`src/rtl/ysyx_25040109_ifu_fetch_if.sv`:
```
// Handshake bundle between the fetch stage and its neighbours:
// the instruction memory port, the decode port and the commit feedback.
interface ysyx_25040109_ifu_fetch_if;
    logic        mem_req_valid;
    logic        mem_req_ready;
    logic [31:0] mem_req_addr;
    logic        mem_resp_valid;
    logic        mem_resp_ready;
    logic [31:0] mem_resp_rdata;
    logic        mem_resp_err;
    logic        inst_valid;
    logic        inst_ready;
    logic [31:0] inst;
    logic [31:0] pc;
    logic        inst_fault;
    logic        commit_valid;
    logic [31:0] commit_npc;

    modport master (
        output mem_req_valid, mem_req_addr, mem_resp_ready,
               inst_valid, inst, pc, inst_fault,
        input  mem_req_ready, mem_resp_valid, mem_resp_rdata, mem_resp_err,
               inst_ready, commit_valid, commit_npc
    );

    modport slave (
        input  mem_req_valid, mem_req_addr, mem_resp_ready,
               inst_valid, inst, pc, inst_fault,
        output mem_req_ready, mem_resp_valid, mem_resp_rdata, mem_resp_err,
               inst_ready, commit_valid, commit_npc
    );
endinterface

```
`src/rtl/ysyx_25040109_ifu_fetch.sv`:
```
// Multi-cycle instruction fetch: one memory read per instruction, hands
// {inst, pc, fault} to decode, then waits for commit to supply the next PC.
module ysyx_25040109_ifu_fetch #(
    parameter logic [31:0] RESET_PC = 32'h8000_0000,
    parameter int          CNT_W    = 32
) (
    input  logic                          clk,
    input  logic                          rst_n,
    ysyx_25040109_ifu_fetch_if.master     bus,
    output logic [CNT_W-1:0]              fetch_cnt
);

    typedef enum logic [2:0] {
        IDLE  = 3'd0,
        FETCH = 3'd1,
        RESP  = 3'd2,
        ISSUE = 3'd3,
        WAIT  = 3'd4
    } state_t;

    state_t             state_reg;
    logic [31:0]        pc_reg;
    logic [31:0]        inst_reg;
    logic               fault_reg;
    logic [CNT_W-1:0]   cnt_reg;
    logic               req_valid_reg;
    logic               resp_ready_reg;
    logic               inst_valid_reg;

    // Handshake flags are registered alongside the state so that no input
    // ever reaches a valid/ready output combinationally.
    always_ff @(posedge clk or negedge rst_n) begin
        if (!rst_n) begin
            state_reg      <= IDLE;
            pc_reg         <= RESET_PC;
            inst_reg       <= 32'h0;
            fault_reg      <= 1'b0;
            cnt_reg        <= '0;
            req_valid_reg  <= 1'b0;
            resp_ready_reg <= 1'b0;
            inst_valid_reg <= 1'b0;
        end else begin
            case (state_reg)
                IDLE: begin
                    state_reg     <= FETCH;
                    req_valid_reg <= 1'b1;
                end
                FETCH: begin
                    if (bus.mem_req_ready) begin
                        state_reg      <= RESP;
                        req_valid_reg  <= 1'b0;
                        resp_ready_reg <= 1'b1;
                    end
                end
                RESP: begin
                    if (bus.mem_resp_valid) begin
                        inst_reg       <= bus.mem_resp_err ? 32'h0 : bus.mem_resp_rdata;
                        fault_reg      <= bus.mem_resp_err;
                        state_reg      <= ISSUE;
                        resp_ready_reg <= 1'b0;
                        inst_valid_reg <= 1'b1;
                    end
                end
                ISSUE: begin
                    if (bus.inst_ready) begin
                        cnt_reg        <= cnt_reg + 1'b1;
                        state_reg      <= WAIT;
                        inst_valid_reg <= 1'b0;
                    end
                end
                WAIT: begin
                    if (bus.commit_valid) begin
                        pc_reg <= bus.commit_npc;
                        if (bus.commit_npc[1:0] == 2'b00) begin
                            state_reg     <= FETCH;
                            req_valid_reg <= 1'b1;
                        end else begin
                            // Misaligned target: report the fault without touching memory.
                            inst_reg       <= 32'h0;
                            fault_reg      <= 1'b1;
                            state_reg      <= ISSUE;
                            inst_valid_reg <= 1'b1;
                        end
                    end
                end
                default: begin
                    state_reg      <= IDLE;
                    req_valid_reg  <= 1'b0;
                    resp_ready_reg <= 1'b0;
                    inst_valid_reg <= 1'b0;
                end
            endcase
        end
    end

    assign bus.mem_req_valid  = req_valid_reg;
    assign bus.mem_req_addr   = pc_reg;
    assign bus.mem_resp_ready = resp_ready_reg;
    assign bus.inst_valid     = inst_valid_reg;
    assign bus.inst           = inst_reg;
    assign bus.pc             = pc_reg;
    assign bus.inst_fault     = fault_reg;
    assign fetch_cnt          = cnt_reg;

endmodule

```
`src/flat_wrapper.sv`:
```
// flat-port wrapper written by rule: the top's interface ports become plain ports
module ysyx_25040109_ifu_fetch_flat 
#(
    parameter logic [31:0] RESET_PC = 32'h8000_0000,
    parameter int          CNT_W    = 32
)
  (clk, rst_n, fetch_cnt, bus_mem_req_valid, bus_mem_req_addr, bus_mem_resp_ready, bus_inst_valid, bus_inst, bus_pc, bus_inst_fault, bus_mem_req_ready, bus_mem_resp_valid, bus_mem_resp_rdata, bus_mem_resp_err, bus_inst_ready, bus_commit_valid, bus_commit_npc);
  ysyx_25040109_ifu_fetch_if bus_i ();
  input  logic clk;
  input  logic rst_n;
  output logic [CNT_W-1:0] fetch_cnt;
  output wire logic [$bits(bus_i.mem_req_valid)-1:0] bus_mem_req_valid;
  output wire logic [$bits(bus_i.mem_req_addr)-1:0] bus_mem_req_addr;
  output wire logic [$bits(bus_i.mem_resp_ready)-1:0] bus_mem_resp_ready;
  output wire logic [$bits(bus_i.inst_valid)-1:0] bus_inst_valid;
  output wire logic [$bits(bus_i.inst)-1:0] bus_inst;
  output wire logic [$bits(bus_i.pc)-1:0] bus_pc;
  output wire logic [$bits(bus_i.inst_fault)-1:0] bus_inst_fault;
  input wire logic [$bits(bus_i.mem_req_ready)-1:0] bus_mem_req_ready;
  input wire logic [$bits(bus_i.mem_resp_valid)-1:0] bus_mem_resp_valid;
  input wire logic [$bits(bus_i.mem_resp_rdata)-1:0] bus_mem_resp_rdata;
  input wire logic [$bits(bus_i.mem_resp_err)-1:0] bus_mem_resp_err;
  input wire logic [$bits(bus_i.inst_ready)-1:0] bus_inst_ready;
  input wire logic [$bits(bus_i.commit_valid)-1:0] bus_commit_valid;
  input wire logic [$bits(bus_i.commit_npc)-1:0] bus_commit_npc;
  assign bus_mem_req_valid = bus_i.mem_req_valid;
  assign bus_mem_req_addr = bus_i.mem_req_addr;
  assign bus_mem_resp_ready = bus_i.mem_resp_ready;
  assign bus_inst_valid = bus_i.inst_valid;
  assign bus_inst = bus_i.inst;
  assign bus_pc = bus_i.pc;
  assign bus_inst_fault = bus_i.inst_fault;
  assign bus_i.mem_req_ready = bus_mem_req_ready;
  assign bus_i.mem_resp_valid = bus_mem_resp_valid;
  assign bus_i.mem_resp_rdata = bus_mem_resp_rdata;
  assign bus_i.mem_resp_err = bus_mem_resp_err;
  assign bus_i.inst_ready = bus_inst_ready;
  assign bus_i.commit_valid = bus_commit_valid;
  assign bus_i.commit_npc = bus_commit_npc;
  ysyx_25040109_ifu_fetch #(.RESET_PC(RESET_PC), .CNT_W(CNT_W)) u_core (.clk(clk), .rst_n(rst_n), .bus(bus_i), .fetch_cnt(fetch_cnt));
endmodule
```
`config.mk`:
```
export PLATFORM = sky130hd
export DESIGN_NAME = ysyx_25040109_ifu_fetch_flat
export DESIGN_NICKNAME = d
export VERILOG_FILES = /design/src/rtl/ysyx_25040109_ifu_fetch_if.sv /design/src/rtl/ysyx_25040109_ifu_fetch.sv /design/src/flat_wrapper.sv
export SDC_FILE = /design/constraint.sdc
export NUM_CORES = 1
export LEC_CHECK = 0
export CAP_MARGIN = 20
export CELL_PAD_IN_SITES_DETAIL_PLACEMENT = 1
export CELL_PAD_IN_SITES_GLOBAL_PLACEMENT = 1
export CORE_MARGIN = 1
export CORE_UTILIZATION = 28
export DETAILED_ROUTE_END_ITERATION = 10
export GPL_TIMING_DRIVEN = 0
export PLACE_DENSITY_LB_ADDON = 0.1
export SYNTH_ARGS = -nofsm -noshare
export SYNTH_HDL_FRONTEND = slang
export SYNTH_SLANG_ARGS = --single-unit
```
`constraint.sdc`:
```
create_clock -name clk -period 1.9 [get_ports clk]
set_clock_uncertainty 0.15 [all_clocks]
set_input_delay 0.19 -clock clk [delete_from_list [all_inputs] [get_ports clk]]
set_output_delay 0.19 -clock clk [all_outputs]
set_load 0.02 [all_outputs]
```
Word-level counts from Yosys, hierarchy flattened. Cells that the tools add are included.

Memory bits (read-only): 0. Memory bits (writable): 0. Logic and storage cells: 60. Output and inout bits: 132. Register bits: 103. Memories: 0. Bits in latches: 0.

Multiply operators: 0. Order comparisons: 0. Shifts and indexed selects: 0. Divide/modulo/power cells: 0. Bitwise operators: 3. Multiplexer cells: 25. Reduce and logical (&&, ||, !) cells: 13. Add/sub/neg operators: 1. Equal/unequal tests: 10.

Operator list (number): 2-to-1 mux 32 bit (4); one-hot mux 32 bit (2 select lines) (1); adder 32 x 1 -> 32 bit (second input constant) (1); one-hot mux 3 bit (5 select lines) (1); 2-to-1 mux 3 bit (4); AND reduction 4 bit (3); 2-to-1 mux 1 bit (10); inequality test 2 bit (second input constant) (5); one-hot mux 1 bit (4 select lines) (2); equality test 3 x 2 -> 1 bit (second input constant) (2); AND reduction 5 bit (1); AND reduction 2 bit (2); OR reduction 2 bit (2); equality test 3 x 1 -> 1 bit (second input constant) (1); equality test 3 bit (second input constant) (1); logical NOT 3 bit (1); inverter 1 bit (3); one-hot mux 1 bit (3 select lines) (1); AND reduction 3 bit (1); OR reduction 3 bit (1); logical NOT 2 bit (1); 2-to-1 mux 2 bit (1); inequality test 2 x 1 -> 1 bit (second input constant) (1); one-hot mux 1 bit (2 select lines) (1); nonzero test 2 bit (1).

Longest topological paths before layout. Gate-level depths: netlist (run 1).

Depth in word-level cells: 4. Gate-level depth with buffers: 6.

Worst setup path before layout (run 1). No wires, ideal clock.

Path type: register -> register. From: register u_core.cnt_reg[0], in the netlist u_core.fetch_cnt[0]. To: register u_core.cnt_reg[20], in the netlist u_core.fetch_cnt[20]. Stages on the path, launching flop included: 6. Library setup time: 0.080 ns. Slack: -0.270 ns. Data arrival time: 1.940 ns. Period minus slack after synthesis: 2.170 ns. Path buffers: 0. Required time: 1.670 ns. Cell sequence: dfrtp_1 ha_1 nand4_1 or4_1 nor4_1 xnor2_1.

Longest elaborated chain between the ends: 1.

RTL lines: from (decl) (line ysyx_25040109_ifu_fetch.sv:25) `logic [CNT_W-1:0] cnt_reg;`; from (signal assigned) (line ysyx_25040109_ifu_fetch.sv:66) `cnt_reg <= cnt_reg + 1'b1;`; adder 32 x 1 -> 32 bit (line ysyx_25040109_ifu_fetch.sv:66).

No other way between the ends. A chain may end at the register's enable or synchronous reset.

Final worst setup path (run 1).
From: register u_core.cnt_reg[0], in the netlist u_core.fetch_cnt[0]. To: register u_core.cnt_reg[19], in the netlist u_core.fetch_cnt[19].

The elaborated chain is that of the path after synthesis.

==> results.rst, run 1 <==
.. list-table::
   :header-rows: 1

   * - Metric
     - Value
   * - Final wirelength
     - approximately 12 mm
   * - Async set or reset register ratio after synthesis
     - 100.0%
   * - Endpoint kind of the worst setup timing path
     - flip-flop
   * - Clock-pin slew of the registers on the worst-case setup and hold paths
     - ~0.070 ns
   * - Leading post-synthesis cells by cell area
     - sky130_fd_sc_hd__dfrtp_1 58%, sky130_fd_sc_hd__mux2_2 8.2%, sky130_fd_sc_hd__a22o_1 6.4%, sky130_fd_sc_hd__buf_4 5.6%, sky130_fd_sc_hd__xnor2_1 4.6%
   * - Maximum number of buffers from clock root to sink
     - 2
   * - Leakage power of the design
     - roughly 3.3 nW
   * - Port buffer count
     - a little over 200
   * - Number of vias after detailed routing
     - approximately 3.6k
   * - Core utilization of the finished layout
     - roughly half
   * - Share of the cycle needed by the critical path after routing
     - between 90% and 100%
   * - Most used flip-flop cell after synthesis
     - sky130_fd_sc_hd__dfrtp_1
   * - RSZ-0062 raised after global routing
     - yes
   * - Number of hold-slack violations in the final timing report
     - 0
   * - Vias per Instance
     - approximately 4.5
   * - Area used by multi-input combinational logic
     - 1698 µm²
   * - Top cell type by total area after synthesis
     - sky130_fd_sc_hd__dfrtp_1
   * - Placed standard-cell area
     - between 6000 and 7000 µm²
   * - Total core area
     - 15,310 µm²
   * - Initial Util
     - around 29%
   * - Worst reg2reg startpoint
     - u_core.fetch_cnt[0]
   * - Most frequent cell after synthesis
     - sky130_fd_sc_hd__dfrtp_1
   * - Antenna violations before repair
     - 0
   * - Power, Total
     - ~11 mW
   * - Slew Limit Headroom
     - 57.40%
   * - Number of core rows
     - 45
   * - Data required time of the critical path
     - between 2 and 2.5 ns
   * - Weighted congestion at the end of routability-driven global placement
     - ~0.76
   * - Syn Area/Cell
     - between 10 and 15 µm²
   * - Layout net count
     - around 660
   * - Power per cell area
     - about 1500 nW/µm²
   * - Worst-case vdd ir drop
     - roughly 820 µV
   * - Yosys warnings
     - 0
   * - Worst path arrival time
     - a little under 2 ns
   * - End of the worst register-to-register path
     - u_core.fetch_cnt[19]
   * - Number of sinks driven by the clock tree
     - 103
   * - Synthesized cell area
     - around 4400 µm²
   * - Clock Latency Late Sink
     - ~0.35 ns
   * - Storage cell area
     - 2586 µm²
   * - Number of buffers created by CTS
     - 9
   * - Distinct cell type count after synthesis
     - 37
   * - Max cap viols
     - 0
   * - Critical path fanouts, max
     - 4
   * - Die boundary width
     - 127.5 µm
   * - Register bit total from synthesis
     - roughly 100
   * - Final routed wire length divided by cell count
     - between 15 and 20 µm
   * - DRC violations left
     - 0
   * - Syn Nets
     - 423
   * - Maximum number of pins on one net before global-route repair
     - 58
   * - Reg2reg setup slack
     - between 0.03 and 0.04 ns
   * - Wire length of the first global-routing pass
     - between 15 and 20 mm
   * - Synthesized instance count
     - ~350
   * - H-Tree Level Count
     - 3
   * - Fraction of layout instances using a drive strength above 1
     - 25.34%
   * - Crit path time final
     - approximately 1.9 ns
   * - I/O pin total
     - 203
   * - Crit Path Category
     - reg2reg
   * - EDFF count, synth
     - 0
   * - Antenna cell count
     - 0
   * - CTS root buf
     - sky130_fd_sc_hd__clkbuf_16
   * - Detail Route Antenna Nets
     - 0
   * - Synthesis-to-finish area growth
     - 69.72%
   * - Number of global-route vias before repair
     - 3,788
   * - Max-slew violation count
     - 0
   * - Die Height
     - 127.5 µm
   * - Fillers
     - around 1.6k
   * - Total iterations of the first detailed-routing run
     - 4
   * - Least-Margin Pin Slew
     - 0.6390 ns
   * - Synth top area share
     - approximately 58%
   * - Global-route usage over all layers
     - 15.68%
   * - Run status
     - complete, no violations
   * - CTS tree
     - built
   * - Starting DRC count in detailed routing
     - 140
   * - Sequential-to-total area share from yosys stat
     - between 50% and 60%
   * - Class of the tightest hold or removal check
     - in2async
   * - DPL Wire Length
     - between 8 and 9 mm
   * - Top cells by count, synth
     - 102 x sky130_fd_sc_hd__dfrtp_1, 33 x sky130_fd_sc_hd__buf_4, 32 x sky130_fd_sc_hd__a22o_1, 32 x sky130_fd_sc_hd__mux2_2, 23 x sky130_fd_sc_hd__xnor2_1
   * - Final Cell Area
     - between 7000 and 8000 µm²
   * - Highest clock rate
     - between 0.5 and 0.6 GHz
   * - Final setup violation count
     - 0
   * - Kind of start point of the critical path
     - flip-flop
   * - Number of cells on the worst reg-to-reg path
     - 6
   * - Area of the die
     - 16,270 µm²
   * - Residual overflow from global routing
     - 0
[placed cells by master, fill, tap and decap left out, types with 2 or more instances in the layout]
master,instances
sky130_fd_sc_hd__clkbuf_8,3
sky130_fd_sc_hd__clkbuf_2,4
sky130_fd_sc_hd__xnor2_1,22
sky130_fd_sc_hd__nand2_1,21
sky130_fd_sc_hd__buf_2,2
sky130_fd_sc_hd__nand3_2,5
sky130_fd_sc_hd__clkbuf_16,9
sky130_fd_sc_hd__buf_4,58
sky130_fd_sc_hd__and4_1,3
sky130_fd_sc_hd__mux2_2,32
sky130_fd_sc_hd__a21oi_1,5
sky130_fd_sc_hd__nor3_4,2
sky130_fd_sc_hd__dfrtp_2,6
sky130_fd_sc_hd__dfrtp_1,96
sky130_fd_sc_hd__bufinv_16,3
sky130_fd_sc_hd__dlymetal6s2s_1,2
sky130_fd_sc_hd__clkdlybuf4s50_1,198
sky130_fd_sc_hd__xor2_1,8
sky130_fd_sc_hd__o21ai_0,8
sky130_fd_sc_hd__a22o_1,32
sky130_fd_sc_hd__inv_1,4
sky130_fd_sc_hd__or4_4,2
sky130_fd_sc_hd__and3_1,2
sky130_fd_sc_hd__nand4_1,11
sky130_fd_sc_hd__nor3_2,3
sky130_fd_sc_hd__nand3_1,8
sky130_fd_sc_hd__nor4_4,6
sky130_fd_sc_hd__nor2_1,10
[worst max path at each step]
stage / cells past startpoint / slack [ns] / end / start
2_1_floorplan: 4 / -0.04 / u_core.bus.mem_req_addr[15] / u_core.state_reg[1]
3_3_place_gp: 1 / -4.03 / u_core.fetch_cnt[1] / rst_n
3_5_place_dp: 5 / -0.81 / u_core.bus.mem_req_addr[23] / bus_commit_valid
4_1_cts: 4 / -0.02 / u_core.fetch_cnt[25] / u_core.fetch_cnt[15]
5_1_grt: 7 / -0.07 / u_core.fetch_cnt[16] / u_core.fetch_cnt[0]
6_report: 6 / 0.03 / u_core.fetch_cnt[19] / u_core.fetch_cnt[0]
[cell families (layout without fill, tap and decap cells)]
logic type                 count (synthesis)  in the layout  share of synthesized area, %
DFF                                      103            103                         58.44
and+or+nand+nor                           83             83                         10.55
AOI/OAI and AO/OA                         51             51                         8.931
buffers and inverters                     50            291                         7.485
muxes                                     32             32                         8.166
xor gates and xnor gates                  31             31                         6.153
adders and majority gates                  1              1                        0.2835
[through the flow]
stage / TNS [ns] / setup slack (ns) / instances / hold WS [ns]
2_1_floorplan: -0.4870 / -0.04022 / 351 / -0.2556
3_3_place_gp: -414.11 / -4.032 / 764 / 0.3083
3_5_place_dp: -43.84 / -0.8102 / 765 / 0.1099
4_1_cts: -0.01645 / -0.01645 / 789 / 0.2740
5_1_grt: -0.3650 / -0.06968 / 803 / 0.2793
6_report: 0 / 0.03345 / 803 / 0.2645
[critical path: stages, from the launching register on]
cell	delay [ns]
sky130_fd_sc_hd__dfrtp_2	0.39
sky130_fd_sc_hd__buf_4	0.11
sky130_fd_sc_hd__buf_4	0.11
sky130_fd_sc_hd__nand3_2	0.14
sky130_fd_sc_hd__or4_4	0.57
sky130_fd_sc_hd__nor4_4	0.17
sky130_fd_sc_hd__xor2_1	0.16
[where the power goes]
part / total, mW / internal, mW / switching [mW]
Sequential: 3.41 / 2.90 / 0.505
Clock: 2.21 / 1.40 / 0.815
Combinational: 5.26 / 2.87 / 2.39
Total: 10.9 / 7.18 / 3.71
[what timing repair did]
action / 4_1_cts / 5_1_grt
gates resized for setup: 22 / 33
hold buffers: 1 / 0
endpoints found under the setup margin: 86 / 76
hold endpoints to repair: 46 / 0
gates cloned: 0 / 0
buffers inserted: 7 / 14
pin swaps: 10 / 10
[final cells by class]
type | instances | share of cell area [%]
well taps | 211 | 3.525
clock inverters | 4 | 1.320
inverters | 4 | 0.2005
flip-flops and latches | 103 | 34.53
multi-input cells | 198 | 22.67
clock buffers | 12 | 3.558
repair buffers | 225 | 29.62
plain buffers | 46 | 4.577
[per-layer routing]
metal	GRT usage [%]	routed length (µm)
met2	26.26	6082
met3	5.905	899
met1	18.79	5103
met5	0	0
met4	4.412	120
Note: power is estimated with default switching activity, not from simulation.
==> run 2: changes to the inputs <==
--- a/config.mk
+++ b/config.mk
@@ -8,7 +8,6 @@
 export CAP_MARGIN = 20
 export CELL_PAD_IN_SITES_DETAIL_PLACEMENT = 1
 export CELL_PAD_IN_SITES_GLOBAL_PLACEMENT = 1
-export CORE_MARGIN = 1
 export CORE_UTILIZATION = 28
 export DETAILED_ROUTE_END_ITERATION = 10
 export GPL_TIMING_DRIVEN = 0
==> results of run 2 <==
No change in the layout: final DEF, timing and power equal those of run 1.
==> run 3: changes to the inputs <==
--- a/config.mk
+++ b/config.mk
@@ -8,7 +8,7 @@
 export CAP_MARGIN = 20
 export CELL_PAD_IN_SITES_DETAIL_PLACEMENT = 1
 export CELL_PAD_IN_SITES_GLOBAL_PLACEMENT = 1
-export CORE_UTILIZATION = 28
+export CORE_UTILIZATION = 31
 export DETAILED_ROUTE_END_ITERATION = 10
 export GPL_TIMING_DRIVEN = 0
 export PLACE_DENSITY_LB_ADDON = 0.1
==> constraint.sdc (replaced) <==
create_clock -name clk -period 2 [get_ports clk]
set_clock_uncertainty 0.15 [all_clocks]
set_input_delay 0.2 -clock clk [delete_from_list [all_inputs] [get_ports clk]]
set_output_delay 0.2 -clock clk [all_outputs]
set_load 0.02 [all_outputs]
==> results.rst, run 3 (same netlist as run 1, synthesis figures left out) <==
.. list-table::
   :header-rows: 1

   * - Metric
     - Value
   * - Fraction of layout instances using a drive strength above 1
     - 20.21% (-5.1 points)
   * - Layout net count
     - 642 (-2.6%)
   * - Leakage power of the design
     - 3.126 nW (-5.1%)
   * - Clock-pin slew of the registers on the worst-case setup and hold paths
     - 0.07 ns (about the same)
   * - Antenna violations before repair
     - 0 (unchanged)
   * - DPL Wire Length
     - 9.176 mm (+2.7%)
   * - I/O pin total
     - 203 (unchanged)
   * - Crit. Startpoint
     - u_core.fetch_cnt[1]
   * - Run status
     - complete, no violations
   * - Number of sinks driven by the clock tree
     - 103 (unchanged)
   * - Vias per Instance
     - 4.718 (+5.3%)
   * - Worst stage delay on the critical path
     - 0.61 ns (+0.04 ns)
   * - Part of the power in the clock network
     - 18.8% (-1.5 points)
   * - Worst path arrival time
     - 2.08 ns (+0.09 ns)
   * - Switching share of power
     - 35.02% (+0.95 points)
   * - Switching power total
     - 3.508 mW (-5.4%)
   * - Starting DRC count in detailed routing
     - 97 (-31%)
   * - Maximum number of pins on one net before global-route repair
     - 68 (+17%)
   * - CTS tree
     - built
   * - Levels on crit path
     - 5 (-1)
   * - Area of the die
     - 14,720 µm² (-9.5%)
   * - Leading cell types in the layout, fill and taps excluded
     - 201 x sky130_fd_sc_hd__clkdlybuf4s50_1, 100 x sky130_fd_sc_hd__dfrtp_1, 38 x sky130_fd_sc_hd__buf_4
   * - Detail Route Antenna Nets
     - 0 (unchanged)
   * - Power, Total
     - 10.02 mW (-8.0%)
   * - End of the worst register-to-register path
     - u_core.fetch_cnt[18]
   * - Share of the cycle needed by the critical path after routing
     - 97.11% (-1.1 points)
   * - Weighted congestion at the end of routability-driven global placement
     - 0.7353 (-2.9%)
   * - Cell-internal power
     - 6.509 mW (-9.3%)
   * - Least-Margin Pin Slew
     - 0.5414 ns (-0.09767 ns)
   * - Number of buffers created by CTS
     - 9 (unchanged)
   * - Cell breakdown of the critical path
     - ha_2 -> nand4_1 -> or4_4 -> nor3_2 -> xor2_1
   * - Crit Path Category
     - reg2reg
   * - Highest clock rate
     - 0.5149 GHz (-3.9%)
   * - Critical path fanouts, max
     - 4 (unchanged)
   * - Endpoint kind of the worst setup timing path
     - flip-flop
   * - Maximum number of buffers from clock root to sink
     - 2 (unchanged)
   * - Residual overflow from global routing
     - 0 (unchanged)
   * - Class of the tightest hold or removal check
     - in2async
   * - Kind of start point of the critical path
     - flip-flop
   * - Max cap viols
     - 0 (unchanged)
   * - Family of cells with the greatest summed delay on the critical path
     - simple AND/OR/NAND/NOR gates
   * - Total iterations of the first detailed-routing run
     - 5 (+1)
   * - Number of global-route vias before repair
     - 3,737 (-1.3%)
   * - Initial Util
     - 31.79% (+3.0 points)
   * - Number of vias after detailed routing
     - 3,557 (-1.1%)
   * - Slew Limit Headroom
     - 63.64% (+6.2 points)
   * - Worst setup slack after layout
     - 0.05774 ns (+0.02429 ns)
   * - Wire length of the first global-routing pass
     - 19.63 mm (-1.3%)
   * - CTS root buf
     - sky130_fd_sc_hd__clkbuf_16
   * - Number of core rows
     - 43 (-4.4%)
   * - DRC violations left
     - 0 (unchanged)
   * - Power per cell area
     - 1398 nW/µm² (-3.8%)
   * - Most frequent standard cell in the layout excluding fill and tap cells
     - sky130_fd_sc_hd__clkdlybuf4s50_1
   * - Data required time of the critical path
     - 2.13 ns (+0.10 ns)
   * - Cell with the biggest individual delay on the critical path
     - sky130_fd_sc_hd__or4_4
   * - Die boundary width
     - 121.3 µm (-4.9%)
   * - Final wirelength
     - 12.52 mm (+2.6%)
   * - Total core area
     - 13,880 µm² (-9.4%)
   * - Port buffer count
     - 202 (unchanged)
   * - Number of cells on the worst reg-to-reg path
     - 5 (-1)
   * - Worst-case vdd ir drop
     - 719.5 µV (-12%)
   * - Max-slew violation count
     - 0 (unchanged)
   * - Worst-case setup slack after placement
     - -0.5730 ns (+0.2371 ns)
   * - Final setup violation count
     - 0 (unchanged)
   * - Crit path time final
     - 1.942 ns (+0.07571 ns)
   * - Clock Latency Late Sink
     - 0.36 ns (about the same)
   * - Number of hold-slack violations in the final timing report
     - 0 (unchanged)
   * - Synthesis-to-finish area growth
     - 62.35%
   * - Reg2reg setup slack
     - 0.06 ns (+0.02 ns)
   * - Endpoint of the most critical setup path
     - u_core.fetch_cnt[18]
   * - Die Height
     - 121.3 µm (-4.9%)
   * - Sequential cell fraction of total power
     - 32.4% (+1.1 points)
   * - RSZ-0062 raised after global routing
     - yes
   * - H-Tree Level Count
     - 3 (unchanged)
   * - Antenna cell count
     - 0 (unchanged)
   * - Worst reg2reg startpoint
     - u_core.fetch_cnt[1]
   * - Worst path bufs/invs
     - 0 (-2)
   * - Global-route usage over all layers
     - 17.75% (+2.1 points)
   * - Fraction of power consumed by combinational cells
     - 48.8% (+0.5 points)
   * - Final routed wire length divided by cell count
     - 16.61 µm (+9.3%)
[run 3: layer usage]
metal / global-route usage (%) / part of all wire [%]
met5: 0 / 0
met4: 6.944 / 1.5
met3: 7.942 / 8.7
met2: 29.40 / 51
met1: 19.81 / 39
[run 3: worst min path at each step]
stage | startpoint | to | slack (ns) | cells after the start
after global placement | u_core.fetch_cnt[31] | u_core.fetch_cnt[31] | 0.31 | 1
after CTS | rst_n | u_core.bus.mem_req_addr[9] | 0.21 | 2
final | rst_n | u_core.bus.mem_req_addr[9] | 0.20 | 2
after floorplan | rst_n | u_core.bus.inst[0] | -0.25 | 0
after global routing | rst_n | u_core.bus.mem_req_addr[5] | 0.24 | 2
after detailed placement | rst_n | u_core.bus.mem_req_addr[9] | 0.06 | 1
[run 3: cell type report]
cell class / instances / area (µm²)
flip-flops and latches: 103 / 2581
multi-input cells: 198 / 1615
plain buffers: 46 / 327.8
repair buffers: 208 / 2087
fillers: 1481 / 6716
well taps: 180 / 225.2
clock inverters: 4 / 70.07
inverters: 4 / 15.01
clock buffers: 11 / 242.7
[run 3: power groups by stage]
stage | registers, mW | clock network (mW) | logic, mW
after global placement | 3.26 | 0 | 4.80
after floorplan | 3.98 | 0 | 1.77
after CTS | 3.27 | 1.97 | 4.90
after detailed placement | 3.28 | 0 | 4.87
final | 3.25 | 1.88 | 4.89
after global routing | 3.35 | 2.02 | 5.18
[run 3: through the flow]
step	TNS (ns)	cells	hold slack (ns)	util (%)	area, µm²
floorplan	0	351	-0.2456	-	4425
global placement	-397.48	733	0.3126	48.07	6673
detailed placement	-31.23	734	0.05751	48.25	6698
CTS	0	752	0.2093	51.19	7106
global route	-0.08776	754	0.2422	51.61	7164
finish	0	754	0.1971	51.61	7164
[run 3: repair_timing]
action / CTS / global route
setup endpoints to repair: 79 / 66
gates cloned: 0 / 0
pin swaps: 5 / 4
endpoints found under the hold margin: 36 / 0
setup buffers: 2 / 2
gates resized for setup: 11 / 20
hold buffers: 1 / 0
